**src/rtl/redun_mont_seq.sv**
```systemverilog
// Job sequencer for one VDF squaring run on the redun_mont datapath: flush, load once,
// count the self-iterated squarings, capture the t-th result, flush again.
module redun_mont_seq #(
    parameter int RST_CYC  = 4,
    parameter int WDOG_CYC = 1024,
    parameter int T_LEN    = 32,
    parameter int SQ_W     = 64
) (
    input  logic             i_clk,
    input  logic             i_rst,
    input  logic             i_start,
    input  logic [SQ_W-1:0]  i_sq,
    input  logic [T_LEN-1:0] i_t,
    input  logic             i_abort,
    output logic             o_busy,
    output logic [SQ_W-1:0]  o_res,
    output logic             o_res_val,
    output logic             o_err,
    output logic [T_LEN-1:0] o_cnt,
    output logic             o_dp_rst,
    output logic [SQ_W-1:0]  o_dp_sq,
    output logic             o_dp_val,
    input  logic [SQ_W-1:0]  i_dp_mul,
    input  logic             i_dp_val
);

    typedef enum logic [2:0] {
        S_IDLE,
        S_PRE_RST,
        S_LOAD,
        S_RUN,
        S_POST_RST
    } state_t;

    localparam int RC_W = $clog2(RST_CYC + 1);
    localparam int WD_W = $clog2(WDOG_CYC + 1);

    localparam logic [RC_W-1:0] RC_PRE_LAST  = RC_W'(RST_CYC - 1);
    localparam logic [RC_W-1:0] RC_POST_LAST = RC_W'(RST_CYC);
    localparam logic [WD_W-1:0] WD_LAST      = WD_W'(WDOG_CYC - 1);

    state_t           state_q, state_d;
    logic [RC_W-1:0]  rc_q, rc_d;
    logic [WD_W-1:0]  wd_q, wd_d;
    logic [SQ_W-1:0]  sq_q, sq_d;
    logic [T_LEN-1:0] t_q, t_d;
    logic [T_LEN-1:0] cnt_q, cnt_d;
    logic [SQ_W-1:0]  res_q, res_d;
    logic             res_val_q, res_val_d;
    logic             err_q, err_d;
    logic             busy_q, busy_d;
    logic             dp_rst_q, dp_rst_d;
    logic             dp_val_q, dp_val_d;
    logic [SQ_W-1:0]  dp_sq_q, dp_sq_d;

    always_comb begin
        // NOTE: every signal gets a default before the case so no path leaves one unassigned (no latches).
        state_d   = state_q;
        rc_d      = rc_q;
        wd_d      = wd_q;
        sq_d      = sq_q;
        t_d       = t_q;
        cnt_d     = cnt_q;
        res_d     = res_q;
        res_val_d = 1'b0;
        err_d     = 1'b0;

        case (state_q)
            S_IDLE: begin
                if (i_start) begin
                    cnt_d = '0;
                    if (i_t == '0) begin
                        res_d     = i_sq;
                        res_val_d = 1'b1;
                    end else begin
                        sq_d    = i_sq;
                        t_d     = i_t;
                        rc_d    = '0;
                        state_d = S_PRE_RST;
                    end
                end
            end

            S_PRE_RST: begin
                rc_d = rc_q + RC_W'(1);
                if (i_abort) begin
                    rc_d    = '0;
                    state_d = S_POST_RST;
                end else if (rc_q == RC_PRE_LAST) begin
                    state_d = S_LOAD;
                end
            end

            S_LOAD: begin
                wd_d = '0;
                if (i_abort) begin
                    rc_d    = '0;
                    state_d = S_POST_RST;
                end else begin
                    state_d = S_RUN;
                end
            end

            S_RUN: begin
                // A valid beats both the watchdog and an abort arriving in the same cycle.
                if (i_dp_val) begin
                    cnt_d = cnt_q + T_LEN'(1);
                    wd_d  = '0;
                    if (cnt_d == t_q) begin
                        res_d     = i_dp_mul;
                        res_val_d = 1'b1;
                    end
                end else if (wd_q == WD_LAST && !i_abort) begin
                    err_d = 1'b1;
                end else begin
                    wd_d = wd_q + WD_W'(1);
                end
                if (res_val_d || err_d || i_abort) begin
                    rc_d    = '0;
                    state_d = S_POST_RST;
                end
            end

            S_POST_RST: begin
                rc_d = rc_q + RC_W'(1);
                if (rc_q == RC_POST_LAST) begin
                    state_d = S_IDLE;
                end
            end

            default: begin
                state_d = S_IDLE;
            end
        endcase

        busy_d   = (state_d != S_IDLE);
        dp_val_d = (state_d == S_LOAD);
        dp_sq_d  = dp_val_d ? sq_d : '0;
        // The first POST_RST cycle carries the result/error pulse; the flush starts one cycle later.
        dp_rst_d = (state_d == S_PRE_RST) || (state_q == S_POST_RST && state_d == S_POST_RST);
    end

    always_ff @(posedge i_clk) begin
        // NOTE: sequential state uses non-blocking assignments so all registers update together.
        if (i_rst) begin
            state_q   <= S_IDLE;
            rc_q      <= '0;
            wd_q      <= '0;
            cnt_q     <= '0;
            res_q     <= '0;
            res_val_q <= 1'b0;
            err_q     <= 1'b0;
            busy_q    <= 1'b0;
            dp_rst_q  <= 1'b0;
            dp_val_q  <= 1'b0;
            dp_sq_q   <= '0;
        end else begin
            state_q   <= state_d;
            rc_q      <= rc_d;
            wd_q      <= wd_d;
            cnt_q     <= cnt_d;
            res_q     <= res_d;
            res_val_q <= res_val_d;
            err_q     <= err_d;
            busy_q    <= busy_d;
            dp_rst_q  <= dp_rst_d;
            dp_val_q  <= dp_val_d;
            dp_sq_q   <= dp_sq_d;
        end
    end

    // NOTE: job operands are always written on acceptance before any use, so they carry no reset.
    always_ff @(posedge i_clk) begin
        sq_q <= sq_d;
        t_q  <= t_d;
    end

    assign o_busy    = busy_q;
    assign o_res     = res_q;
    assign o_res_val = res_val_q;
    assign o_err     = err_q;
    assign o_cnt     = cnt_q;
    assign o_dp_rst  = dp_rst_q | i_rst;
    assign o_dp_sq   = dp_sq_q;
    assign o_dp_val  = dp_val_q;

endmodule

```
**config.mk**
```make
export PLATFORM = sky130hd
export DESIGN_NAME = redun_mont_seq
export DESIGN_NICKNAME = d
export VERILOG_FILES = /design/src/rtl/redun_mont_seq.sv
export SDC_FILE = /design/constraint.sdc
export NUM_CORES = 1
export LEC_CHECK = 0
export CAP_MARGIN = 30
export CORE_ASPECT_RATIO = 1.5
export CORE_MARGIN = 3
export CORE_UTILIZATION = 49
export DETAILED_ROUTE_END_ITERATION = 8
export PLACE_DENSITY = 0.82
export SLEW_MARGIN = 10
export SYNTH_ARGS = -nofsm -noshare
export SYNTH_HDL_FRONTEND = slang
export SYNTH_SLANG_ARGS = --single-unit
```
**constraint.sdc**
```tcl
create_clock -name i_clk -period 3.7 [get_ports i_clk]
set_input_delay 0.37 -clock i_clk [delete_from_list [all_inputs] [get_ports i_clk]]
set_output_delay 0.37 -clock i_clk [all_outputs]
set_load 0.01 [all_outputs]
```
==> flow_summary.yaml, run 1 <==
timing:
  drv_slew: 0
  fin_crit_ns: 3.56
  setup_viol: 0
  fin_skew_ns: 0.0133
  rsz0062_at_grt: "false"
  period_share_pct: 96.1
  max_slew.worst_pin.slew_ns: 0.923
  fmax_mhz: 281
  hold_violations: 0
  setup_tns_ns: 0
  slew_headroom_pct: 38.4
detailed_routing:
  viasPerCell: 5.50
  wl_per_cell_um: 18.7
  drt_iter0_drc: 809
  drt-total-wl_um: 40000
  drc: 0
  drt_first_pass_iters: 5
  vias: 11800
  ant_nets: 0
synthesis:
  synth_warnings: 0
  ys_ff_latch: 278
  synth_ff_type: "dfxtp_1"
  synth_area_per_cell_sq_um: 8.17
  syn-instance-count: 1487
  yosysSeqAreaShare_pct: 48.4
  syn_nets: 1657
  syn_area_sq_um: 12100
  synth-edff-count: 32
  synth-async-reset-ratio_pct: 0
  synth_cell_type_count: 63
global_route:
  grt_start_max_net_pins: 77
  antenna_found_initial: 2
  grt_pass1_vias: 11600
  gr-total-overflow: 0
  grt_usage_pct: 28.7
  grt_pass1_wl_um: 61300
critical_path:
  cp.arrival_ns: 3.97
  endpoint_kind: "flip-flop"
  reg2reg_depth: 11
  critPathKind: "flip-flop to flip-flop"
  worstPathMaxFanout: 65
  worstPathRequired_ns: 4.12
  ff2ff_setup_slack_ns: 0.14
  start_kind: "flip-flop"
floorplan:
  ioPinCount: 330
  start_util_pct: 49.7
  num_rows: 70
  fp.dieH_um: 199
  dieWidth_um: 135
  dieArea_sq_um: 26800
  core_sq_um: 24400
finish:
  instances_no_fill: 2139
  regArea_sq_um: 5890
  nets: 1962
  multi_input_area_sq_um: 5750
  drive_above_1_share_pct: 6.18
  area.growth.synth_to_final_pct: 38.4
  fill_cells: 1894
power:
  power_density_nw_per_um2: 422
  ir_worst_vdd_v: 0.000470
  p_leak_nw: 7.34
worst_hold_path:
  worstHoldPathCells: 3
  min_path_type: "input port to flip-flop"
run:
  drv_cap: 0
place:
  portBuffers: 329
  dp_hpwl_um: 27700
  dp.cells: 2084
  finalWeightedCongestion: 0.973
clocking:
  clk_path_buf_depth: 3
  path_clk_slew_ns: 0.07
  cts_made_buffers: 27
  cts_tree: "done"
  htree_levels: 1
  cts_root_buf: "clkbuf_16"
  clkSinkCount: 278
  clock_latency_ns: 0.54
status:
  status: "finished clean"
[metrics by stage]
stage | cell area [sq um] | total power (W) | util, % | hold WS, ns | setup slack (ns)
final | 16800 | 0.00709 | 68.8 | 0.410 | 0.144
after global routing | 16800 | 0.00734 | 68.8 | 0.401 | 0.00138
after CTS | 16800 | 0.00712 | 68.6 | 0.394 | 0.194
after detailed placement | 15800 | 0.00409 | 64.5 | 0.426 | 0.231
after global placement | 15800 | 0.00407 | 64.5 | 0.420 | 0.324
after floorplan | 12100 | 0.00370 | - | 0.411 | 0.471
[cell usage in the layout (no fill, tap or decap), types with 7 or more instances in the layout]
cell	netlist	final
and3_1	69	69
mux2i_1	65	65
dfxtp_1	246	245
xor2_1	18	18
buf_4	7	40
nor3_1	17	17
a21oi_1	60	60
nand3b_1	9	9
clkbuf_8	0	7
and4_1	10	10
clkbuf_16	0	29
o21ai_0	36	36
nand2_1	568	568
inv_1	11	10
nor4_1	19	19
xnor2_1	29	29
or3_1	14	14
edfxtp_1	32	32
a31oi_1	9	9
clkdlybuf4s50_1	0	329
nand4_1	20	20
nand3_1	19	19
nor2_1	53	53
[power by group]
part	total, W	switching (W)	internal (W)
Sequential	0.00329	0.0000664	0.00322
Combinational	0.000756	0.000403	0.000354
Clock	0.00305	0.00117	0.00187
[per-layer routing]
metal  track usage [%]  wire length (um)  vias up
li1                  -                 -     5597
met1              31.0             14000     5437
met2              49.9             19800      599
met3              8.86              3920      129
met4              15.8              2330        0
met5                 0                 0        -
[state kept, by name (all words and copies together) (netlist names)]
signal / flops
o_busy: 1
dp_rst_q: 1
o_cnt: 32
o_res_val: 1
t_q: 32
rc_q: 3
o_dp_sq: 64
wd_q: 11
sq_q: 64
o_res: 64
o_err: 1
o_dp_val: 1
state_q: 3
[layout make-up]
| cell class | count | area share [%] |
|---|---|---|
| Inverter | 14 | 0.335 |
| Multi-Input combinational cell | 1096 | 34.2 |
| Timing Repair Buffer | 375 | 22.0 |
| Antenna cell | 2 | 0.0298 |
| Sequential cell | 278 | 35.0 |
| Tap cell | 324 | 2.41 |
| Clock buffer | 37 | 4.78 |
| Clock inverter | 13 | 1.20 |
[worst max-delay path: stages (launching register included)]
cell	delay, ns
dfxtp_1	0.49
nand4_1	0.22
buf_4	0.21
nor4_4	0.38
nand4_1	0.23
or3_1	0.41
a211o_1	0.32
or4_1	0.47
o21ai_2	0.20
inv_2	0.06
buf_12	0.19
and3_1	0.22
[cells in the mapped netlist (3+ instances only)]
library cell | n | area [sq um]
nand2_1 | 568 | 2130
dfxtp_1 | 246 | 4920
and3_1 | 69 | 432
clkbuf_1 | 65 | 244
mux2i_1 | 65 | 651
a21oi_1 | 60 | 300
nor2_1 | 53 | 199
o21ai_0 | 36 | 180
edfxtp_1 | 32 | 961
xnor2_1 | 29 | 254
nand4_1 | 20 | 125
nand3_1 | 19 | 95.1
nor4_1 | 19 | 119
xor2_1 | 18 | 158
nor3_1 | 17 | 85.1
buf_2 | 14 | 70.1
or3_1 | 14 | 87.6
inv_1 | 11 | 41.3
and4_1 | 10 | 87.6
a31oi_1 | 9 | 56.3
nand3b_1 | 9 | 67.6
buf_4 | 7 | 52.6
buf_6 | 6 | 67.6
o211ai_1 | 6 | 45.0
or4_1 | 6 | 45.0
buf_1 | 5 | 18.8
ha_1 | 5 | 62.6
nand2b_1 | 5 | 31.3
nand4b_1 | 4 | 35.0
nor4b_1 | 4 | 35.0
o41ai_1 | 4 | 35.0
a311oi_1 | 3 | 26.3
and2_1 | 3 | 18.8
nor2b_1 | 3 | 18.8
or2_2 | 3 | 18.8
[timing repair]
action                                  CTS  global route
resized for setup                         0             5
endpoints found under the setup margin    0            43
endpoints found under the hold margin     0             0
hold buffers                              0             0
setup buffers                             0             1
[worst paths after layout]
| kind | startpoint | to |
|---|---|---|
| setup / recovery | o_cnt[6]$_SDFFE_PP0P_ | o_dp_sq[36]$_SDFF_PP0_ |
| hold / removal | i_sq[19] | sq_q[19]$_DFF_P_ |
| setup reg to reg | o_cnt[6]$_SDFFE_PP0P_ | o_dp_sq[36]$_SDFF_PP0_ |
| hold reg to reg | sq_q[4]$_DFF_P_ | sq_q[4]$_DFF_P_ |
[cells by family after synthesis]
group / synth area share [%]
buffers and inverters: 4.24
AND/OR/NAND/NOR: 30.9
adder cells (fa/ha/maj): 0.515
flip-flops: 48.4
multiplexers: 5.45
XOR/XNOR: 3.39
AO/OA/AOI/OAI: 7.07
(Power assumes the default switching activity.)
==> run 2: changes to the inputs <==
--- a/config.mk
+++ b/config.mk
@@ -5,12 +5,13 @@
 export SDC_FILE = /design/constraint.sdc
 export NUM_CORES = 1
 export LEC_CHECK = 0
+export ABC_AREA = 1
 export CAP_MARGIN = 30
 export CORE_ASPECT_RATIO = 1.5
 export CORE_MARGIN = 3
-export CORE_UTILIZATION = 49
+export CORE_UTILIZATION = 48
 export DETAILED_ROUTE_END_ITERATION = 8
-export PLACE_DENSITY = 0.82
+export PLACE_DENSITY = 0.8
 export SLEW_MARGIN = 10
 export SYNTH_ARGS = -nofsm -noshare
 export SYNTH_HDL_FRONTEND = slang
==> run 2 against run 1 <==
Against the previous run:
- synthesized area is 5.3% higher
- routed wire length is 0.58% lower
- register-to-register slack better by 0.40 ns
- clock skew is 0.0047 ns lower
- clock power is 5% higher
- hold slack better by 0.012 ns
- non-clock buffer count is 30 lower
- setup slack better by 0.40 ns
- core utilization is 1.8 points lower
- final area is 3.7% higher
- flip-flop and latch count stayed put
- global-route usage is 2.4 points lower
==> flow_summary.yaml, run 2 <==
clocking:
  cts_root_buf: "clkbuf_16"
  post-cts-setup-buffers: 0
  cts-resized-gates: 0
  path_clk_slew_ns: 0.06
  cts_hold_buffers: 0
  cts_tree: "done"
  clkSinkCount: 278
  clk_path_buf_depth: 3
  cts_made_buffers: 28
  clock_latency_ns: 0.54
  htree_levels: 1
synthesis:
  synth-async-reset-ratio_pct: 0
  yosysSeqAreaShare_pct: 46.0
  synth_ff_type: "dfxtp_1"
  yosys-top-cells-area: "dfxtp_1, nand2_1, inv_1"
  syn_area_sq_um: 12800
  synth_area_leader_cell: "dfxtp_1"
  syn_nets: 1980
  ys_ff_latch: 278
  yosys-top-cells-count: "nand2_1, inv_1, dfxtp_1"
  syn-instance-count: 1810
  synth_cell_type_count: 37
  synth_warnings: 0
  yosysTopAreaCellShare_pct: 38.5
  synth.most_common_cell: "nand2_1"
  synth-edff-count: 32
  synth_area_per_cell_sq_um: 7.06
detailed_routing:
  drt-total-wl_um: 39800
  drt_first_pass_iters: 6
  vias: 12500
  drt_iter0_drc: 557
  ant_nets: 0
  viasPerCell: 5.06
  drc: 0
  wl_per_cell_um: 16.1
place:
  portBuffers: 329
  finalWeightedCongestion: 0.988
  dp_hpwl_um: 29500
  dp.cells: 2415
critical_path:
  start_kind: "flip-flop"
  worstPathMaxFanout: 126
  critPathKind: "flip-flop to flip-flop"
  startpoint: "o_cnt[14]$_SDFFE_PP0P_"
  endpoint_kind: "flip-flop"
  worstPathCellList: "nand2_1 > nor2_1 > nand2_1 > nor2_4 > nand2_1 > nand2_1 > nand3_1 > nand2_1 > nor2_1 > nand2_1 > nor2_1 > nand3_1 > nand2_1 > nand3_4 > buf_12 > nand2_1 > nand2_1 > nor2_1"
  slowest_stage: "dfxtp_1"
  r2r-start: "o_cnt[14]$_SDFFE_PP0P_"
  max_stage_delay_ns: 0.49
  cp.arrival_ns: 3.59
  cpMostUsedCell: "nand2_1"
  worstPathRequired_ns: 4.13
timing:
  max_slew.worst_pin.slew_ns: 0.864
  hold_violations: 0
  rsz0062_at_grt: "false"
  fin_skew_ns: 0.00862
  setup_viol: 0
  fin_crit_ns: 3.16
  setup_tns_ns: 0
  drv_slew: 0
  fmax_mhz: 316
  period_share_pct: 85.4
  slew_headroom_pct: 42.4
finish:
  final_cell_mix: "nand2_1, clkdlybuf4s50_1, inv_1"
  drive_above_1_share_pct: 7.64
  antenna_cells: 0
  instances_no_fill: 2467
  area.growth.synth_to_final_pct: 36.4
  nets: 2282
  fill_cells: 2214
  final_common_cell: "nand2_1"
global_route:
  grt_usage_pct: 26.3
  gr-total-overflow: 0
  antenna_found_initial: 0
  grt_start_max_net_pins: 160
  grt_pass1_wl_um: 61200
  grt_pass1_vias: 12200
run:
  drv_cap: 0
status:
  status: "finished clean"
floorplan:
  fp.dieH_um: 206
  num_rows: 72
  ioPinCount: 330
  dieArea_sq_um: 28700
  start_util_pct: 49.1
  dieWidth_um: 139
  core_sq_um: 26000
worst_hold_path:
  min_from: "i_sq[11]"
  min_path_type: "input port to flip-flop"
power:
  ir_worst_vdd_v: 0.000394
  p_leak_nw: 7.59
  power_density_nw_per_um2: 444
==> run 2: cell types whose count changed after synthesis, moves of 52 or more <==
cell	previous run	this run
nand3_1	19	81
mux2i_1	65	0
or2_2	3	68
nor2_1	53	213
and3_1	69	1
nand2_1	568	457
a211oi_1	0	66
a21oi_1	60	112
inv_1	11	291
==> run 2: routing by layer <==
metal  track usage (%)  part of all wire (%)  up-vias
met3              7.20                   7.5      119
met1              26.7                    35     5690
met4              14.4                   5.9        0
met2              48.8                    51      417
li1                  -                     -     6265
met5                 0                     0        -
==> run 2: metrics by stage <==
step / total power (W) / utilization, % / instance area, sq um / setup WS (ns) / hold WS (ns)
floorplan: 0.00408 / - / 12800 / 0.768 / 0.433
global placement: 0.00456 / 62.8 / 16400 / 0.641 / 0.448
detailed placement: 0.00460 / 62.8 / 16400 / 0.598 / 0.460
CTS: 0.00781 / 67.0 / 17400 / 0.579 / 0.395
global route: 0.00808 / 67.0 / 17400 / 0.255 / 0.400
finish: 0.00775 / 67.0 / 17400 / 0.540 / 0.422
==> run 2: worst max-delay path, delay by kind of cell (launching register included) <==
kind / cells / cell delay (ns)
buffers and inverters: 1 / 0.39
DFF: 1 / 0.49
and+or+nand+nor: 17 / 2.06
==> run 2: kinds of logic (layout without fill, tap and decap cells) <==
| family | after synthesis | count (layout) | share of synthesized area (%) |
|---|---|---|---|
| adders and majority gates | 5 | 5 | 0.489 |
| buffers and inverters | 368 | 692 | 11.3 |
| AOI/OAI and AO/OA | 261 | 261 | 11.6 |
| and+or+nand+nor | 891 | 891 | 30.0 |
| xor gates and xnor gates | 7 | 7 | 0.587 |
| DFF | 278 | 278 | 46.0 |
==> run 2: area by class of cell <==
class                   instances  area, sq um  share of cell area [%]
clock buffers                  40          901                    5.17
multi-input cells            1164         5490                    31.5
inverters                     295         1110                    6.35
clock inverters                12          180                    1.03
flip-flops and latches        278         5890                    33.7
well taps                     333          417                    2.39
repair buffers                345         3460                    19.9
==> run 2: power by group <==
part | internal (W) | switching, W | total (W)
clock network | 0.00198 | 0.00122 | 0.00320
registers | 0.00330 | 0.0000940 | 0.00339
logic | 0.000548 | 0.000606 | 0.00115
==> run 2: final timing paths <==
| path | cells after the start | endpoint | slack [ns] |
|---|---|---|---|
| worst max-delay path | 18 | o_res[26]$_SDFFE_PP0P_ | 0.54 |
| worst min-delay path | 3 | sq_q[11]$_DFF_P_ | 0.42 |
| worst max register to register | 18 | o_res[26]$_SDFFE_PP0P_ | 0.54 |
| worst min register to register | 2 | wd_q[4]$_SDFFE_PP0P_ | 0.47 |
==> run 3: changes to the inputs <==
--- a/config.mk
+++ b/config.mk
@@ -10,6 +10,7 @@
 export CORE_ASPECT_RATIO = 1.5
 export CORE_MARGIN = 3
 export CORE_UTILIZATION = 48
+export CTS_BUF_LIST = sky130_fd_sc_hd__clkbuf_2
 export DETAILED_ROUTE_END_ITERATION = 8
 export PLACE_DENSITY = 0.8
 export SLEW_MARGIN = 10
==> run 3 against run 2 <==
Against the previous run:
- non-clock buffer count did not move
- via count rose by 1.5%
- combinational power barely moved
- clock power fell by 37%
- sequential power barely moved
- final cell count rose by 2.6%
- largest cell class unchanged
- largest power group unchanged
- highest routed layer unchanged
==> flow_summary.yaml, run 3 (synthesized netlist as in run 2, its figures left out) <==
timing:
  hold_violations: 0
  fmax_mhz: 315
  rsz0062_at_grt: "false"
  max_slew.worst_pin.slew_ns: 0.860
  drv_slew: 0
  period_share_pct: 85.7
  setup_tns_ns: 0
  slew_headroom_pct: 42.6
  holdWs_ns: 0.118
  fin_skew_ns: 0.0538
  setup_viol: 0
  fin_crit_ns: 3.17
detailed_routing:
  drt_first_pass_iters: 5
  drt-total-wl_um: 39900
  ant_nets: 0
  viasPerCell: 5.01
  wl_per_cell_um: 15.8
  drt_iter0_drc: 553
  drc: 0
  vias: 12700
power:
  ir_worst_vdd_v: 0.000293
  p_leak_nw: 7.51
  power_density_nw_per_um2: 387
finish:
  fill_cells: 2313
  area.growth.synth_to_final_pct: 32.6
  drive_above_1_share_pct: 9.57
  final_cell_mix: "nand2_1, clkdlybuf4s50_1, inv_1"
  final_common_cell: "nand2_1"
  nets: 2323
global_route:
  grt_pass1_vias: 12600
  antenna_found_initial: 2
  gr-total-overflow: 0
  grt_start_max_net_pins: 160
  grt_pass1_wl_um: 61700
  grt_usage_pct: 26.8
critical_path:
  worstPathMaxFanout: 126
  worstPathCellList: "ha_1 > nand2_1 > nor2_4 > nand2_2 > nor2_4 > nand2_1 > nand2_1 > nand2_1 > nand2_1 > nand2_1 > nor2_1 > nand2_1 > nor2_1 > nand3_1 > nand2_1 > nand3_4 > buf_12 > nor2_1 > nor2_1"
  start_kind: "flip-flop"
  cp.arrival_ns: 3.88
  cpMostUsedCell: "nand2_1"
  slowest_stage: "dfxtp_1"
  endpoint_kind: "flip-flop"
  max_stage_delay_ns: 0.47
  critPathKind: "flip-flop to flip-flop"
  worstPathRequired_ns: 4.41
floorplan:
  dieArea_sq_um: 28700
  dieWidth_um: 139
  fp.dieH_um: 206
  ioPinCount: 330
  num_rows: 72
  core_sq_um: 26000
  start_util_pct: 49.1
clocking:
  clkSinkCount: 278
  cts_made_buffers: 69
  clk_path_buf_depth: 3
  clock_latency_ns: 0.84
  cts_root_buf: "clkbuf_2"
  cts-resized-gates: 0
  path_clk_slew_ns: 0.10
  cts_hold_buffers: 0
  htree_levels: 3
  post-cts-setup-buffers: 0
  cts_tree: "done"
place:
  portBuffers: 329
  finalWeightedCongestion: 0.988
  dp_hpwl_um: 29500
worst_hold_path:
  min_path_type: "input port to flip-flop"
status:
  status: "finished clean"
run:
  drv_cap: 0
==> run 3: cell types whose count changed in the layout (fill, tap and decap cells not counted), sizes merged <==
cell / change
clkbuf: +54
clkinv: +13
bufinv: -2
clkinvlp: -2
diode: +2
inv: -2
==> run 3: critical path: cells and delay by family (launching register included) <==
kind | cells | cell delay (ns)
and+or+nand+nor | 17 | 2.01
buffers and inverters | 1 | 0.23
adders and majority gates | 1 | 0.23
DFF | 1 | 0.47
==> run 3: power breakdown <==
group	internal (W)	switching, W
clock	0.000816	0.00121
sequential	0.00330	0.0000934
combinational	0.000547	0.000603
total	0.00466	0.00190
==> run 3: through the flow <==
step                total power, W  utilization (%)  setup WS (ns)  cells  cell area, sq um
finish                     0.00656             65.1          0.528   2530             17000
global placement           0.00456             62.8          0.641   2415             16400
global route               0.00694             65.1          0.218   2530             17000
floorplan                  0.00408                -          0.768   1810             12800
detailed placement         0.00460             62.8          0.598   2415             16400
CTS                        0.00664             65.1          0.556   2528             17000
==> run 3: area by class of cell <==
class                   instances  area [sq um]  area share [%]
diodes                          2          5.00          0.0295
clock buffers                  94           470            2.77
well taps                     333           417            2.46
repair buffers                345          3460            20.4
clock inverters                19           125           0.738
inverters                     295          1110            6.53
multi-input cells            1164          5490            32.3
flip-flops and latches        278          5890            34.7
==> run 3: final timing paths <==
check | startpoint | end | slack (ns) | cells past startpoint
hold reg to reg | wd_q[4]$_SDFFE_PP0P_ | wd_q[4]$_SDFFE_PP0P_ | 0.47 | 2
setup reg to reg | o_cnt[0]$_SDFFE_PP0P_ | o_res[16]$_SDFFE_PP0P_ | 0.53 | 19
setup / recovery | o_cnt[0]$_SDFFE_PP0P_ | o_res[16]$_SDFFE_PP0P_ | 0.53 | 19
hold / removal | i_sq[12] | sq_q[12]$_DFF_P_ | 0.12 | 3
==> run 3: per-layer routing <==
| layer | GRT usage (%) | up-vias | routed length [um] |
|---|---|---|---|
| li1 | - | 6377 | - |
| met1 | 26.2 | 5712 | 14000 |
| met2 | 48.7 | 469 | 20400 |
| met3 | 8.73 | 122 | 3180 |
| met4 | 16.8 | 0 | 2370 |
| met5 | 0 | - | 0 |
